===== config.mk =====
export PLATFORM = sky130hd
export DESIGN_NAME = arm_control
export DESIGN_NICKNAME = d
export VERILOG_FILES = /design/src/rtl/arm_control.sv
export SDC_FILE = /design/constraint.sdc
export NUM_CORES = 1
export LEC_CHECK = 0
export CORE_AREA = 4 4 63 65
export CTS_BUF_LIST = sky130_fd_sc_hd__clkbuf_2 sky130_fd_sc_hd__clkbuf_4 sky130_fd_sc_hd__clkbuf_8
export DETAILED_ROUTE_END_ITERATION = 12
export DIE_AREA = 0 0 67 69
export GPL_TIMING_DRIVEN = 0
export HOLD_SLACK_MARGIN = 0.02
export PLACE_DENSITY = 0.79
export REMOVE_ABC_BUFFERS = 1
export SETUP_SLACK_MARGIN = 0.15
export SYNTH_ARGS = -nofsm -noshare
export SYNTH_HDL_FRONTEND = slang
export SYNTH_SLANG_ARGS = --single-unit

===== constraint.sdc =====
create_clock -name clk -period 3.05 [get_ports clk]
set_input_delay 0.61 -clock clk [delete_from_list [all_inputs] [get_ports clk]]
set_output_delay 0.61 -clock clk [all_outputs]
set_load 0.02 [all_outputs]

===== src/rtl/arm_control.sv =====
// Fetch/sequencing stage of the non-pipelined Harvard CPU: owns the program
// counter and instruction register and emits the one-hot state vector.
module arm_control #(
  parameter int PC_W     = 8,
  parameter int RESET_PC = 0
) (
  input  logic            clk,
  input  logic            reset,
  output logic [PC_W-1:0] imem_addr,
  input  logic [15:0]     imem_data,
  input  logic            imem_ready,
  input  logic            dmem_ready,
  input  logic            zero_flag,
  output logic [15:0]     inst,
  output logic [2:0]      state,
  output logic [PC_W-1:0] pc,
  output logic            halted
);

  localparam logic [PC_W-1:0] RST_PC = PC_W'(RESET_PC);

  localparam logic [3:0] OP_B    = 4'b0000;
  localparam logic [3:0] OP_BZ   = 4'b0001;
  localparam logic [3:0] OP_HALT = 4'b0100;
  localparam logic [3:0] OP_LDR  = 4'b1110;

  typedef enum logic [2:0] {
    S_HALT  = 3'b000,
    S_FETCH = 3'b001,
    S_EXEC1 = 3'b010,
    S_EXEC2 = 3'b100
  } state_t;

  state_t          state_q, state_d;
  logic [PC_W-1:0] pc_q, pc_d;
  logic [15:0]     inst_q, inst_d;
  logic            halted_q, halted_d;
  logic [3:0]      opcode;

  // Branch target relative to the already-incremented pc; the 12-bit offset
  // is sign-extended and any bits above PC_W fall away, so wrap is modular.
  function automatic logic [PC_W-1:0] branch_target(
    input logic [PC_W-1:0] pc_in,
    input logic [11:0]     off
  );
    logic signed [15:0] off_ext;
    off_ext = {{4{off[11]}}, off};
    return pc_in + off_ext[PC_W-1:0];
  endfunction

  assign opcode = inst_q[15:12];

  always_comb begin
    state_d  = state_q;
    pc_d     = pc_q;
    inst_d   = inst_q;
    halted_d = halted_q;
    case (state_q)
      S_FETCH: begin
        if (imem_ready) begin
          inst_d  = imem_data;
          pc_d    = pc_q + 1'b1;
          state_d = S_EXEC1;
        end
      end
      S_EXEC1: begin
        state_d = S_FETCH;
        if (opcode == OP_LDR) begin
          state_d = S_EXEC2;
        end else if (!opcode[3]) begin
          case (opcode)
            OP_B:    pc_d = branch_target(pc_q, inst_q[11:0]);
            OP_BZ:   if (zero_flag) pc_d = branch_target(pc_q, inst_q[11:0]);
            OP_HALT: begin
              state_d  = S_HALT;
              halted_d = 1'b1;
            end
            default: ;
          endcase
        end
      end
      S_EXEC2: begin
        if (dmem_ready) state_d = S_FETCH;
      end
      S_HALT: state_d = S_HALT;
      // Any non-one-hot encoding falls back to a clean fetch.
      default: state_d = S_FETCH;
    endcase
  end

  always_ff @(posedge clk) begin
    if (reset) begin
      state_q  <= S_FETCH;
      pc_q     <= RST_PC;
      inst_q   <= 16'h0000;
      halted_q <= 1'b0;
    end else begin
      state_q  <= state_d;
      pc_q     <= pc_d;
      inst_q   <= inst_d;
      halted_q <= halted_d;
    end
  end

  assign imem_addr = pc_q;
  assign pc        = pc_q;
  assign inst      = inst_q;
  assign state     = state_q;
  assign halted    = halted_q;

endmodule


==> flow_metrics.tcl, run 1 <==
set metrics [dict create \
    outcome "completed" \
    endpoint_kind "flip-flop" \
    root_buffer "clkbuf_4" \
    period_share 0.857 \
    finalWirelength_um 3450 \
    grt_util_all_layers 0.155 \
    route.detailed.drc 0 \
    holdCritStartpoint "inst[9]" \
    final_cell_count_no_fill 275 \
    powerDensity_nw_per_um2 394 \
    relSlewSlack 0.261 \
    holdPathEnd "inst[9]" \
    grt_max_degree 32 \
    clk_path_buf_depth 2 \
    slew_viol_final 0 \
    ios 57 \
    die_y_um 69 \
    cpMaxStageDelayCell "dfxtp_1" \
    ys_seq_area_frac 0.381 \
    dieArea_um2 4620 \
    antenna_cells 0 \
    vdd.ir_drop.worst_mv 0.329 \
    drive_gt1_frac 0.0568 \
    die_x_um 67 \
    placementRows 21 \
    grt_pass1_wl_um 5860 \
    startpoint "state[2]" \
    multi_input_area_um2 816 \
    synthDistinctLibCells 41 \
    leakagePower_nw 0.782 \
    reg2reg_slack_ns 0.44 \
    avgViaCountPerCell 5.11 \
    setup_viol 0 \
    max-cap-violations 0 \
    yosysWarnings 0 \
    arrival_ns 2.86 \
    grt_antenna_before_repair 0 \
    hold_viol_final 0 \
    hp-class "reg -> reg" \
    cts_max_level 1 \
    post_dp_cell_area_um2 2020 \
    grt_pass1_vias 1338 \
    final_nets 259 \
    ant_nets 0 \
    cts_inserted_buffers 3 \
    yosys-top-cells-count "nand2_1, dfxtp_1, a21oi_1" \
    start_kind "flip-flop" \
    io_buffers 56 \
    synth_top_cell_area_share 0.381 \
    tns_ns 0 \
    cts_hold_buf 0 \
    synth_most_common_cell "nand2_1" \
    dr.pass1.iters 4 \
    tritoncts "done" \
    critPathMaxFanout 6 \
    stdcell_area_um2 2090 \
    synthCells 182 \
    fmax_mhz 383 \
    fin_worst_skew_ns 0.00753 \
    core_um2 3340 \
    nFillCells 310 \
    crit_type "reg -> reg" \
    reg2reg_depth 9 \
    clkTransAtPathRegs_ns 0.16 \
    clkLatencyLatePin_ns 0.33 \
    cp.required_ns 3.30 \
    yosys-top-cells-area "dfxtp_1, nand2_1, a21oi_1" \
    yosys_register_bits 28 \
    r2r_start "state[2]" \
    syn_area_per_cell_um2 8.08 \
    clock-sinks 28 \
    place_congestion 0.840 \
    max_stage_delay_ns 0.54 \
    dp_hpwl_um 2560 \
    syn-cell-area_um2 1470 \
    wire_per_inst_um 12.5 \
    path_cells "nor3b_4 > buf_4 > and2_1 > ha_1 > a211oi_1 > nor2_1 > a221oi_1 > mux2_2 > mux2_4" \
    worst_pin_slew_ns 1.10 \
    grt_setup_unrepaired "false" \
    reg2reg_to "imem_addr[7]" \
    syn2layout_area_growth_pct 42.4 \
    hold_path_depth 2 \
    period_minus_slack_ns 2.61 \
    synth_top_flop_cell "dfxtp_1" \
    dpl.cell_count 269 \
    synth_area_leader_cell "dfxtp_1" \
    async_flop_share 0 \
    initial_core_util 0.441 \
    seq_area_um2 562 \
    synth_edf_count 0 \
    drtIter0Drc 44 \
    grt-ovfl-total 0 \
    finalPower_w 0.000825 \
    via_count 1404 \
]
layer usage:
layer,GRT usage,share of wire
met4,0.0225,0.0084
met2,0.285,0.50
met3,0.0519,0.067
met1,0.171,0.42
met5,0,0
flip-flops by register name, indices dropped and copies added (netlist names):
name,cells
halted,1
state,3
inst,16
imem_addr,8
cell families (layout without fill, tap and decap cells):
family,count (synthesis),count (layout),share of synthesized area
multiplexers,3,3,0.0247
adder cells (fa/ha/maj),8,8,0.0732
flip-flops,28,28,0.381
AND/OR/NAND/NOR,78,78,0.254
buffers and inverters,21,68,0.0783
XOR/XNOR,1,1,0.00596
AO/OA/AOI/OAI,43,43,0.183
cell usage in the layout, fill, tap and decap left out, drive strengths merged, types with 2 or more instances in the layout:
| cell | Yosys | final |
|---|---|---|
| buf | 15 | 3 |
| ha | 7 | 7 |
| dfxtp | 28 | 28 |
| a21oi | 24 | 24 |
| nand2b | 2 | 2 |
| nor2 | 14 | 14 |
| a211oi | 3 | 3 |
| nor3b | 2 | 2 |
| nor2b | 5 | 5 |
| clkdlybuf4s50 | 0 | 56 |
| inv | 5 | 5 |
| nand3 | 2 | 2 |
| a31oi | 3 | 3 |
| nor4bb | 2 | 2 |
| nand2 | 36 | 36 |
| and2 | 5 | 5 |
| o21ai | 4 | 4 |
| nand3b | 2 | 2 |
| clkbuf | 1 | 3 |
| mux2 | 2 | 2 |
| o21bai | 2 | 2 |
| nor3 | 4 | 4 |
critical path, delay by kind of cell, from the launching register on:
kind,cells,cell delay [ns]
and+or+nand+nor,3,0.37
adders and majority gates,1,0.23
buffers and inverters,1,0.16
AOI/OAI and AO/OA,2,0.55
muxes,2,0.67
DFF,1,0.54
worst max-delay path by stage:
stage | cells past startpoint | to | slack, ns
2_1_floorplan | 5 | imem_addr[7] | -0.003
3_3_place_gp | 6 | imem_addr[7] | -1.48
3_5_place_dp | 9 | imem_addr[7] | -0.09
4_1_cts | 9 | imem_addr[7] | 0.35
5_1_grt | 9 | imem_addr[7] | 0.18
6_report | 9 | imem_addr[7] | 0.44
final cells by class:
class,instances,share of cell area
Sequential cell,28,0.268
Inverter,5,0.00897
Multi-Input combinational cell,133,0.390
Timing Repair Buffer,59,0.280
Clock inverter,1,0.0143
Tap cell,46,0.0275
Clock buffer,3,0.0108
power by group:
| part | switching (W) | leakage, nW | internal [W] |
|---|---|---|---|
| Clock | 0.000114 | 0.0279 | 0.000133 |
| Combinational | 0.0000876 | 0.525 | 0.0000880 |
| Sequential | 0.0000183 | 0.229 | 0.000385 |
| Total | 0.000220 | 0.782 | 0.000606 |
per-stage QoR:
stage	hold WS [ns]	worst slack, ns	utilization
after floorplan	0.528	-0.00268	-
after global placement	0.441	-1.48	0.597
after detailed placement	0.450	-0.0935	0.605
after CTS	0.470	0.347	0.627
after global routing	0.494	0.185	0.627
final	0.466	0.436	0.627
timing repair:
item                                    4_1_cts  5_1_grt
endpoints found under the setup margin        1        1
setup buffers                                 2        0
gates resized for setup                       1        1
No activity file was read; power rests on OpenSTA's default activity.
==> run 2, diff against run 1 <==
--- a/config.mk
+++ b/config.mk
@@ -6,6 +6,8 @@
 export NUM_CORES = 1
 export LEC_CHECK = 0
+export ABC_AREA = 0
 export CORE_AREA = 4 4 63 65
 export CTS_BUF_LIST = sky130_fd_sc_hd__clkbuf_2 sky130_fd_sc_hd__clkbuf_4 sky130_fd_sc_hd__clkbuf_8
+export CTS_CLUSTER_DIAMETER = 150
 export DETAILED_ROUTE_END_ITERATION = 12
 export DIE_AREA = 0 0 67 69
==> constraint.sdc (replaced) <==
create_clock -name clk -period 3.05 [get_ports clk]
set_input_delay 0.61 -clock clk [delete_from_list [all_inputs] [get_ports clk]]
set_output_delay 0.61 -clock clk [all_outputs]
set_load 0.1 [all_outputs]
==> results of run 2 <==
The final DEF is identical to that of run 1. Status: completed.
Among the figures that moved: clock-pin slew on the worst setup and hold paths 0.16 ns -> 0.15 ns; setup slack after layout 0.436 ns -> 0.375 ns; end point of the critical path imem_addr[7] -> state[2]; total power 0.000825 W -> 0.000954 W; worst IR drop on VDD 0.329 mV -> 0.351 mV
==> run 3, diff against run 2 <==
CORE_AREA = 4 4 70 72   (was 4 4 63 65)
CTS_CLUSTER_DIAMETER = 80   (was 150)
DIE_AREA = 0 0 74 76   (was 0 0 67 69)
PLACE_DENSITY = 0.65   (was 0.79)
==> run 3 against run 2 <==
Against the previous run: power grew 4.9%; largest cell class unchanged; cell area rose by 1.3%; via count fell by 3.9%; register-to-register slack got worse by 0.06 ns; critical path depth increased by 8; worst setup slack improved by 0.0034 ns; fmax grew 0.13%; highest routed layer unchanged; sequential cell count is the same; final cell count grew 2.2%; sequential power hardly changed; utilization shrank 13 points; critical endpoint is now imem_addr[7].
==> flow_metrics.tcl, run 3 (synthesis results as in run 1) <==
set metrics [dict create \
    nFillCells 453 \
    r2r_start "state[2]" \
    cts_hold_buf 0 \
    seq_area_um2 562 \
    slew_viol_final 0 \
    initial_core_util 0.342 \
    ios 57 \
    grt_max_degree 32 \
    outcome "completed" \
    worst_pin_slew_ns 1.16 \
    start_kind "flip-flop" \
    dr.pass1.iters 3 \
    grt_pass1_wl_um 5860 \
    die_x_um 74 \
    busiest_layer "met2" \
    final_common_cell "clkdlybuf4s50_1" \
    drtIter0Drc 60 \
    grt_pass1_vias 1321 \
    io_buffers 56 \
    largest_reg_flops 16 \
    root_buffer "clkbuf_8" \
    placementRows 24 \
    leakagePower_nw 0.790 \
    gr-usage-met1 0.144 \
    hp-class "reg -> reg" \
    syn2layout_area_growth_pct 44.2 \
    crit_type "reg -> reg" \
    holdPathEnd "inst[8]" \
    tritoncts "done" \
    hold_path_depth 2 \
    holdCritStartpoint "inst[8]" \
    cpLargestDelayFamily "multiplexers" \
    grt_setup_unrepaired "false" \
    via_count 1349 \
    fmax_mhz 374 \
    crit_buf_inv 1 \
    finalWirelength_um 3400 \
    cpMaxStageDelayCell "dfxtp_1" \
    use_met3 0.0488 \
    sw_frac_of_total 0.353 \
    p_clk_frac 0.294 \
    cp.required_ns 3.22 \
    dieArea_um2 5620 \
    grt_antenna_before_repair 0 \
    final_nets 259 \
    pwr-share-comb 0.304 \
    clkTransAtPathRegs_ns 0.10 \
    dpl.cell_count 275 \
    ant_nets 0 \
    final_cell_count_no_fill 281 \
    period_minus_slack_ns 2.67 \
    p_switching_w 0.000353 \
    avgViaCountPerCell 4.80 \
    path_cells "nor3b_4 > buf_4 > and2_1 > ha_1 > a211oi_1 > nor2_1 > a221oi_1 > mux2_2 > mux2_4" \
    powerDensity_nw_per_um2 472 \
    critPathMaxFanout 6 \
    place_congestion 0.702 \
    layout_common_cells "clkdlybuf4s50_1, nand2_1, dfxtp_1" \
    max_stage_delay_ns 0.53 \
    p_int_w 0.000648 \
    final_util 0.494 \
    setup_viol 0 \
    cts_inserted_buffers 3 \
    clk_path_buf_depth 2 \
    relSlewSlack 0.224 \
    arrival_ns 2.84 \
    core_um2 4290 \
    period_share 0.876 \
    grt_util_all_layers 0.129 \
    reg2reg_to "imem_addr[7]" \
    multi_input_area_um2 816 \
    grt-ovfl-total 0 \
    die_y_um 76 \
    dp_hpwl_um 2460 \
    reg2reg_depth 9 \
    route.detailed.drc 0 \
    wire_per_inst_um 12.1 \
    cts_max_level 1 \
    reg2reg_slack_ns 0.38 \
    vdd.ir_drop.worst_mv 0.360 \
    seqPwrFrac 0.402 \
    grtUsageMet2 0.232 \
    antenna_cells 0 \
    max-cap-violations 0 \
    fin_worst_skew_ns 0.00270 \
    clock-sinks 28 \
    endpoint_kind "flip-flop" \
    clkLatencyLatePin_ns 0.27 \
    drive_gt1_frac 0.0568 \
    hold_viol_final 0 \
]
==> run 3: cell types whose count changed in the layout (fill, tap and decap cells not counted) <==
cell and delta:
clkbuf_8 +3, clkbuf_4 -3
==> run 3: repair_timing <==
action | CTS | global route
resized for setup | 1 | 1
endpoints found under the setup margin | 1 | 1
setup buffers | 2 | 0
==> run 3: cell type report <==
class,count,share of cell area
multi-input cells,133,0.385
repair buffers,59,0.277
flip-flops and latches,28,0.265
well taps,52,0.0307
clock buffers,3,0.0195
clock inverters,1,0.0142
inverters,5,0.00885
==> run 3: metrics by stage <==
step / total power [W] / hold WS, ns / setup slack, ns / cell area [µm²] / TNS (ns)
floorplan: 0.000621 / 0.679 / -0.451 / 1370 / -1.70
global placement: 0.000709 / 0.441 / -1.57 / 2000 / -23.20
detailed placement: 0.000715 / 0.447 / -0.201 / 2030 / -0.201
CTS: 0.00102 / 0.460 / 0.276 / 2120 / 0
global route: 0.00105 / 0.489 / 0.221 / 2120 / 0
finish: 0.00100 / 0.458 / 0.379 / 2120 / 0
==> run 3: how the worst max path moves through the flow <==
| stage | start | end | slack (ns) | depth (start not counted) |
|---|---|---|---|---|
| 3_5_place_dp | state[1] | imem_addr[7] | -0.20 | 9 |
| 6_report | state[2] | imem_addr[7] | 0.38 | 9 |
| 2_1_floorplan | state[1] | imem_addr[7] | -0.45 | 9 |
| 4_1_cts | state[1] | imem_addr[7] | 0.28 | 9 |
| 5_1_grt | state[2] | imem_addr[7] | 0.22 | 9 |
| 3_3_place_gp | imem_ready | imem_addr[7] | -1.57 | 6 |
==> run 3: power by group through the flow <==
stage / sequential (W) / combinational [W] / clock, W
global placement: 0.000409 / 0.000299 / 0
global route: 0.000406 / 0.000322 / 0.000318
CTS: 0.000403 / 0.000308 / 0.000306
detailed placement: 0.000410 / 0.000305 / 0
finish: 0.000402 / 0.000304 / 0.000294
floorplan: 0.000562 / 0.0000588 / 0
==> run 3: worst min-delay path, stage by stage (launching register included) <==
cell,delay [ns]
dfxtp_1,0.32
nand2_1,0.05
a21oi_1,0.05
==> run 3: per-layer routing <==
| layer | vias up | wire length [µm] |
|---|---|---|
| li1 | 707 | - |
| met1 | 609 | 1470 |
| met2 | 31 | 1690 |
| met3 | 2 | 231 |
| met4 | 0 | 14 |
| met5 | - | 0 |
==> RTL edit 1: new RTL, settings of run 2 <==
Change the parameter `PC_W` from 8 to 12.
--- a/src/rtl/arm_control.sv
+++ b/src/rtl/arm_control.sv
@@ -1,7 +1,7 @@
 // Fetch/sequencing stage of the non-pipelined Harvard CPU: owns the program
 // counter and instruction register and emits the one-hot state vector.
 module arm_control #(
-  parameter int PC_W     = 8,
+  parameter int PC_W     = 12,
   parameter int RESET_PC = 0
 ) (
   input  logic            clk,
Interface: changed (resized imem_addr and pc); port bits go from 57 to 65. The function was not compared with the original's and may differ.
==> RTL edit 1 against run 2 <==
  * Sequential share of layout area down 0.89 points
  * Routed wire length up 23%
  * Total power up 8.1%
  * Sequential cell count up 4
  * Count of clock-buffer cells in the layout up 3
  * Area after synthesis up 24%
  * Worst setup slack worse by 0.062 ns
  * Design area up 18%
  * Critical endpoint is now imem_addr[11]
  * Highest routed layer unchanged
==> RTL edit 1: results (changes against run 2) <==
Run status:
- Outcome: finished clean (unchanged).

Route:
- The number of DRC markers after the initial detailed-route iteration is 64 (was 44).
- The total wirelength of the detailed-routed design came to 4230 um (was 3450 um).

Timing:
- The setup clock skew after layout is 0.00434 ns (was 0.00753 ns).

Final layout:
- The fraction of layout instances using a drive strength above 1 is 0.0488 (was 0.0568).
- The final net count is 319 (was 259).

Power:
- The worst voltage drop across the vdd grid was 312 uV (was 351 uV).
- The leakage power figure is 0.000992 uW (was 0.000782 uW).

Yosys:
- The sequential area share after synthesis is 0.351 (was 0.381).
- Top cells by area in the synthesized netlist: sky130_fd_sc_hd__dfxtp_1 (35%), sky130_fd_sc_hd__nand2_1 (9.3%), sky130_fd_sc_hd__a21oi_1 (9.1%) (was sky130_fd_sc_hd__dfxtp_1 (38%), sky130_fd_sc_hd__nand2_1 (9.2%), sky130_fd_sc_hd__a21oi_1 (8.2%)).
- The number of unique standard cell types used by synthesis is 36 (was 41).
- Most common library cells after synthesis: sky130_fd_sc_hd__nand2_1 (45), sky130_fd_sc_hd__a21oi_1 (33), sky130_fd_sc_hd__dfxtp_1 (32), sky130_fd_sc_hd__nor2_1 (23), sky130_fd_sc_hd__buf_4 (13) (was sky130_fd_sc_hd__nand2_1 (36), sky130_fd_sc_hd__dfxtp_1 (28), sky130_fd_sc_hd__a21oi_1 (24), sky130_fd_sc_hd__nor2_1 (14), sky130_fd_sc_hd__buf_4 (9)).

Setup path:
- The worst-path maximum fanout is 35 (was 6).
- The startpoint of the lowest-slack register-to-register path is state[1] (was state[2]).
- The arrival time reported for the critical path endpoint came to 2.96 ns (was 2.06 ns).
- Across all register-to-register paths, the minimum setup slack is ~0.43 ns.
- The endpoint of the most critical register-to-register path was imem_addr[8] (was imem_addr[7]).
- The worst setup path startpoint was reset (was state[2]).
- The largest stage delay on the critical path was 1.34 ns (was 1.20 ns).
- The endpoint of the most critical setup path is imem_addr[11] (was state[2]).

GRT:
- The largest net degree at the start of global routing was 36 (was 32).
- The via count of the first global-routing pass was 1554 (was 1338).
- The first-pass GRT wire length came to 7000 um (was 5860 um).

Place:
- The HPWL reported at the end of detailed placement is 2980 um (was 2560 um).
- The final RePlAce weighted congestion is 0.836 (was 0.840).

CTS:
- The clock-pin slew on the worst setup and hold paths is 0.10 ns (was 0.15 ns).
- The number of buffers created by CTS is 5 (was 3).
[RTL edit 1: changes by cell type after synthesis, moves of 5 or more]
cell,change
sky130_fd_sc_hd__a21oi_1,+9
sky130_fd_sc_hd__nand2_1,+9
sky130_fd_sc_hd__nor2_1,+9
sky130_fd_sc_hd__and2_1,+7
sky130_fd_sc_hd__nand3_1,+6
sky130_fd_sc_hd__clkbuf_1,+5
sky130_fd_sc_hd__nor2b_1,-5
[RTL edit 1: layout make-up]
class                   instances  area (sq um)
fillers                       290           868
multi-input cells             176          1030
clock buffers                   6          51.3
flip-flops and latches         32           641
repair buffers                 66           656
well taps                      46          57.6
inverters                       5          18.8
clock inverters                 2          10.0
[RTL edit 1: how the worst min path moves through the flow]
stage | start | to
after floorplan | reset | inst[0]
after global placement | inst[5] | inst[5]
after detailed placement | inst[5] | inst[5]
after CTS | inst[5] | inst[5]
after global routing | inst[12] | inst[12]
final | inst[1] | inst[1]
[RTL edit 1: stage by stage]
step	instances	setup WS (ns)	cell area (sq um)	total power, uW	utilization
5_1_grt	333	0.163	2470	1080	0.740
4_1_cts	331	0.251	2450	1040	0.735
3_5_place_dp	323	-0.423	2380	779	0.714
2_1_floorplan	213	-0.285	1680	683	-
6_report	333	0.313	2470	1030	0.740
3_3_place_gp	323	-0.362	2380	776	0.714
[RTL edit 1: critical path: cells and delay by family]
family / cells / cell delay, ns
buffers and inverters: 2 / 1.74
AND/OR/NAND/NOR: 4 / 0.43
AO/OA/AOI/OAI: 1 / 0.16
[RTL edit 1: per-layer routing]
layer	up-vias	routed length, um	global-route usage
li1	892	-	-
met1	802	1920	0.233
met2	48	1960	0.306
met3	7	294	0.0568
met4	0	66	0.0743
met5	-	0	0
[RTL edit 1: kinds of logic (layout without fill, tap and decap cells)]
family,after synthesis,in the layout,share of synthesized area
fa+ha+maj,12,12,0.0864
compound gates,54,54,0.174
mux,4,4,0.0219
simple gates,98,98,0.240
buf+inv,27,79,0.0878
xor+xnor,8,8,0.0384
flops,32,32,0.351
[RTL edit 1: what timing repair did]
item | in CTS | in global routing
setup endpoints to repair | 10 | 5
buffers inserted | 0 | 2
resized for setup | 2 | 0
pin swaps | 0 | 0
[RTL edit 1: where the power goes]
group | switching, uW | total (uW) | internal, uW
Sequential | 17.1 | 454 | 437
Clock | 152 | 262 | 110
Combinational | 230 | 316 | 85.9
Total | 399 | 1030 | 632
==> RTL edit 2: new RTL, flow settings as in run 2 <==
Without the edit above. Make the reset (`reset`) asynchronous in one clocked block.
--- a/src/rtl/arm_control.sv
+++ b/src/rtl/arm_control.sv
@@ -88,7 +88,7 @@
     endcase
   end
 
-  always_ff @(posedge clk) begin
+  always_ff @(posedge clk or posedge reset) begin
     if (reset) begin
       state_q  <= S_FETCH;
       pc_q     <= RST_PC;
Formal check against the unedited RTL: differs if reset is asserted again (counterexample within 4 cycles, from zero or initial values and one cycle with reset high); with reset held inactive, the same outputs for 10 cycles.
==> RTL edit 2 against run 2 <==
  * Sequential cell count is the same
  * Global-route usage shrank 0.19 points
  * Non-clock buffer count shrank 2
  * First-iteration DRC count down 20%
  * Design area up 0.30%
  * Final cell count down 16%
  * Area after synthesis grew 2.5%
  * Die area unchanged
  * Routed wire length shrank 2.0%
  * Count of clock-buffer cells in the layout rose by 1
  * Worst setup slack worse by 0.045 ns
Power is not shown: default switching activity piles up to over one toggle a cycle in this logic, so the estimate is an artifact.
==> RTL edit 2: results (changes against run 2) <==
Yosys:
- The most used flip-flop cell after synthesis is sky130_fd_sc_hd__dfrtp_1 (was sky130_fd_sc_hd__dfxtp_1).
- Top cells by area in the synthesized netlist: sky130_fd_sc_hd__dfrtp_1 (45%), sky130_fd_sc_hd__mux2_1 (13%), sky130_fd_sc_hd__ha_1 (5.8%) (was sky130_fd_sc_hd__dfxtp_1 (38%), sky130_fd_sc_hd__nand2_1 (9.2%), sky130_fd_sc_hd__a21oi_1 (8.2%)).
- The total of warnings raised by yosys was 0 (unchanged).
- The proportion of synthesized flip-flops having asynchronous set or reset is 1.00 (was 0).
- The number of unique standard cell types used by synthesis came to 32 (was 41).
- Most common library cells after synthesis: sky130_fd_sc_hd__dfrtp_1 (27), sky130_fd_sc_hd__mux2_1 (18), sky130_fd_sc_hd__a21oi_1 (10), sky130_fd_sc_hd__buf_4 (10) (was sky130_fd_sc_hd__nand2_1 (36), sky130_fd_sc_hd__dfxtp_1 (28), sky130_fd_sc_hd__a21oi_1 (24), sky130_fd_sc_hd__nor2_1 (14), sky130_fd_sc_hd__buf_4 (9)).
- The sequential area share after synthesis is 0.466 (was 0.381).

CTS:
- The count of H-tree levels built during CTS is 1 (unchanged).
- The post-CTS setup-driven buffer insertion count is 0 (was 2).

Route:
- The number of DRC markers after the initial detailed-route iteration is 35 (was 44).
- The first-pass detailed-route iteration total came to 4 (unchanged).
- The total wirelength of the detailed-routed design is 3380 um (was 3450 um).
- The total number of vias is 1157 (was 1404).

Setup path:
- The family with the most delay on the worst path is buffers and inverters (unchanged).
- The worst-path maximum fanout is 6 (unchanged).
- The largest stage delay on the critical path came to 1.15 ns (was 1.20 ns).
- The worst-case reg-to-reg path depth is 8 (was 9).
- The worst-path cell with the longest stage delay is sky130_fd_sc_hd__clkdlybuf4s50_1 (unchanged).

Final layout:
- The number of fill cells in the layout is 286 (was 310).
- The final net count is 214 (was 259).
- The fraction of layout instances using a drive strength above 1 is 0.0435 (was 0.0568).

Place:
- The cell area reported after detailed placement came to 2060 sq um (was 2020 sq um).
- The HPWL reported at the end of detailed placement is 2720 um (was 2560 um).
- The final RePlAce weighted congestion came to 0.798 (was 0.840).

GRT:
- The overall fraction of global-route tracks in use came to 0.153 (was 0.155).
- The via count of the first global-routing pass is 1208 (was 1338).
- The largest net degree at the start of global routing is 29 (was 32).
- The first-pass GRT wire length is 5620 um (was 5860 um).

Timing:
- The setup clock skew after layout is 0.00442 ns (was 0.00753 ns).
- The actual slew at the worst max-slew pin is 1.05 ns (was 1.10 ns).

Run status:
- Outcome: finished clean (unchanged).

Hold path:
- The number of instances on the worst hold path was 1 (was 2).
[RTL edit 2: cell types whose count changed after synthesis, moves of 6 or more]
cell	delta
sky130_fd_sc_hd__a21oi_1	-14
sky130_fd_sc_hd__nor2_1	-6
sky130_fd_sc_hd__dfrtp_1	+27
sky130_fd_sc_hd__nand2_1	-28
sky130_fd_sc_hd__mux2_1	+18
sky130_fd_sc_hd__dfxtp_1	-28
[RTL edit 2: stage by stage]
step | std cells | setup TNS [ns] | utilization | setup slack (ns)
floorplan | 123 | -0.119 | - | -0.0882
global placement | 225 | -9.90 | 0.609 | -0.822
detailed placement | 226 | 0 | 0.616 | 0.150
CTS | 230 | 0 | 0.627 | 0.332
global route | 230 | 0 | 0.629 | 0.258
finish | 230 | 0 | 0.629 | 0.330
[RTL edit 2: cells by family after synthesis]
logic type,synth area share
compound gates,0.0997
xor+xnor,0.0291
fa+ha+maj,0.0714
buf+inv,0.0806
flops,0.466
mux,0.141
simple gates,0.112
[RTL edit 2: area by class of cell]
class | count | share of cell area
Multi-Input combinational cell | 87 | 0.333
Sequential cell | 28 | 0.334
Clock buffer | 4 | 0.0173
Inverter | 8 | 0.0143
Tap cell | 46 | 0.0274
Timing Repair Buffer | 57 | 0.274
[RTL edit 2: path summary, 6_finish.rpt]
kind / startpoint / end / slack, ns
setup / recovery: state[0] / state[0] / 0.33
hold / removal: inst[9] / inst[9] / 0.50
setup reg to reg: state[1] / imem_addr[6] / 0.50
hold reg to reg: inst[9] / inst[9] / 0.50
max in group asynchronous: reset / imem_addr[3] / 1.59
min in group asynchronous: reset / inst[4] / 0.83
[RTL edit 2: repair_timing]
item | CTS | global route
resized for setup | 0 | 1
endpoints found under the hold margin | 0 | 0
setup endpoints to repair | 0 | 1
[RTL edit 2: per-layer routing]
layer	routed length, um	up-vias	global-route usage	share of wire
met3	155	6	0.0227	0.046
met4	52	0	0.0473	0.015
met2	1850	33	0.281	0.55
met5	0	-	0	0
met1	1320	561	0.177	0.39
li1	-	557	-	-
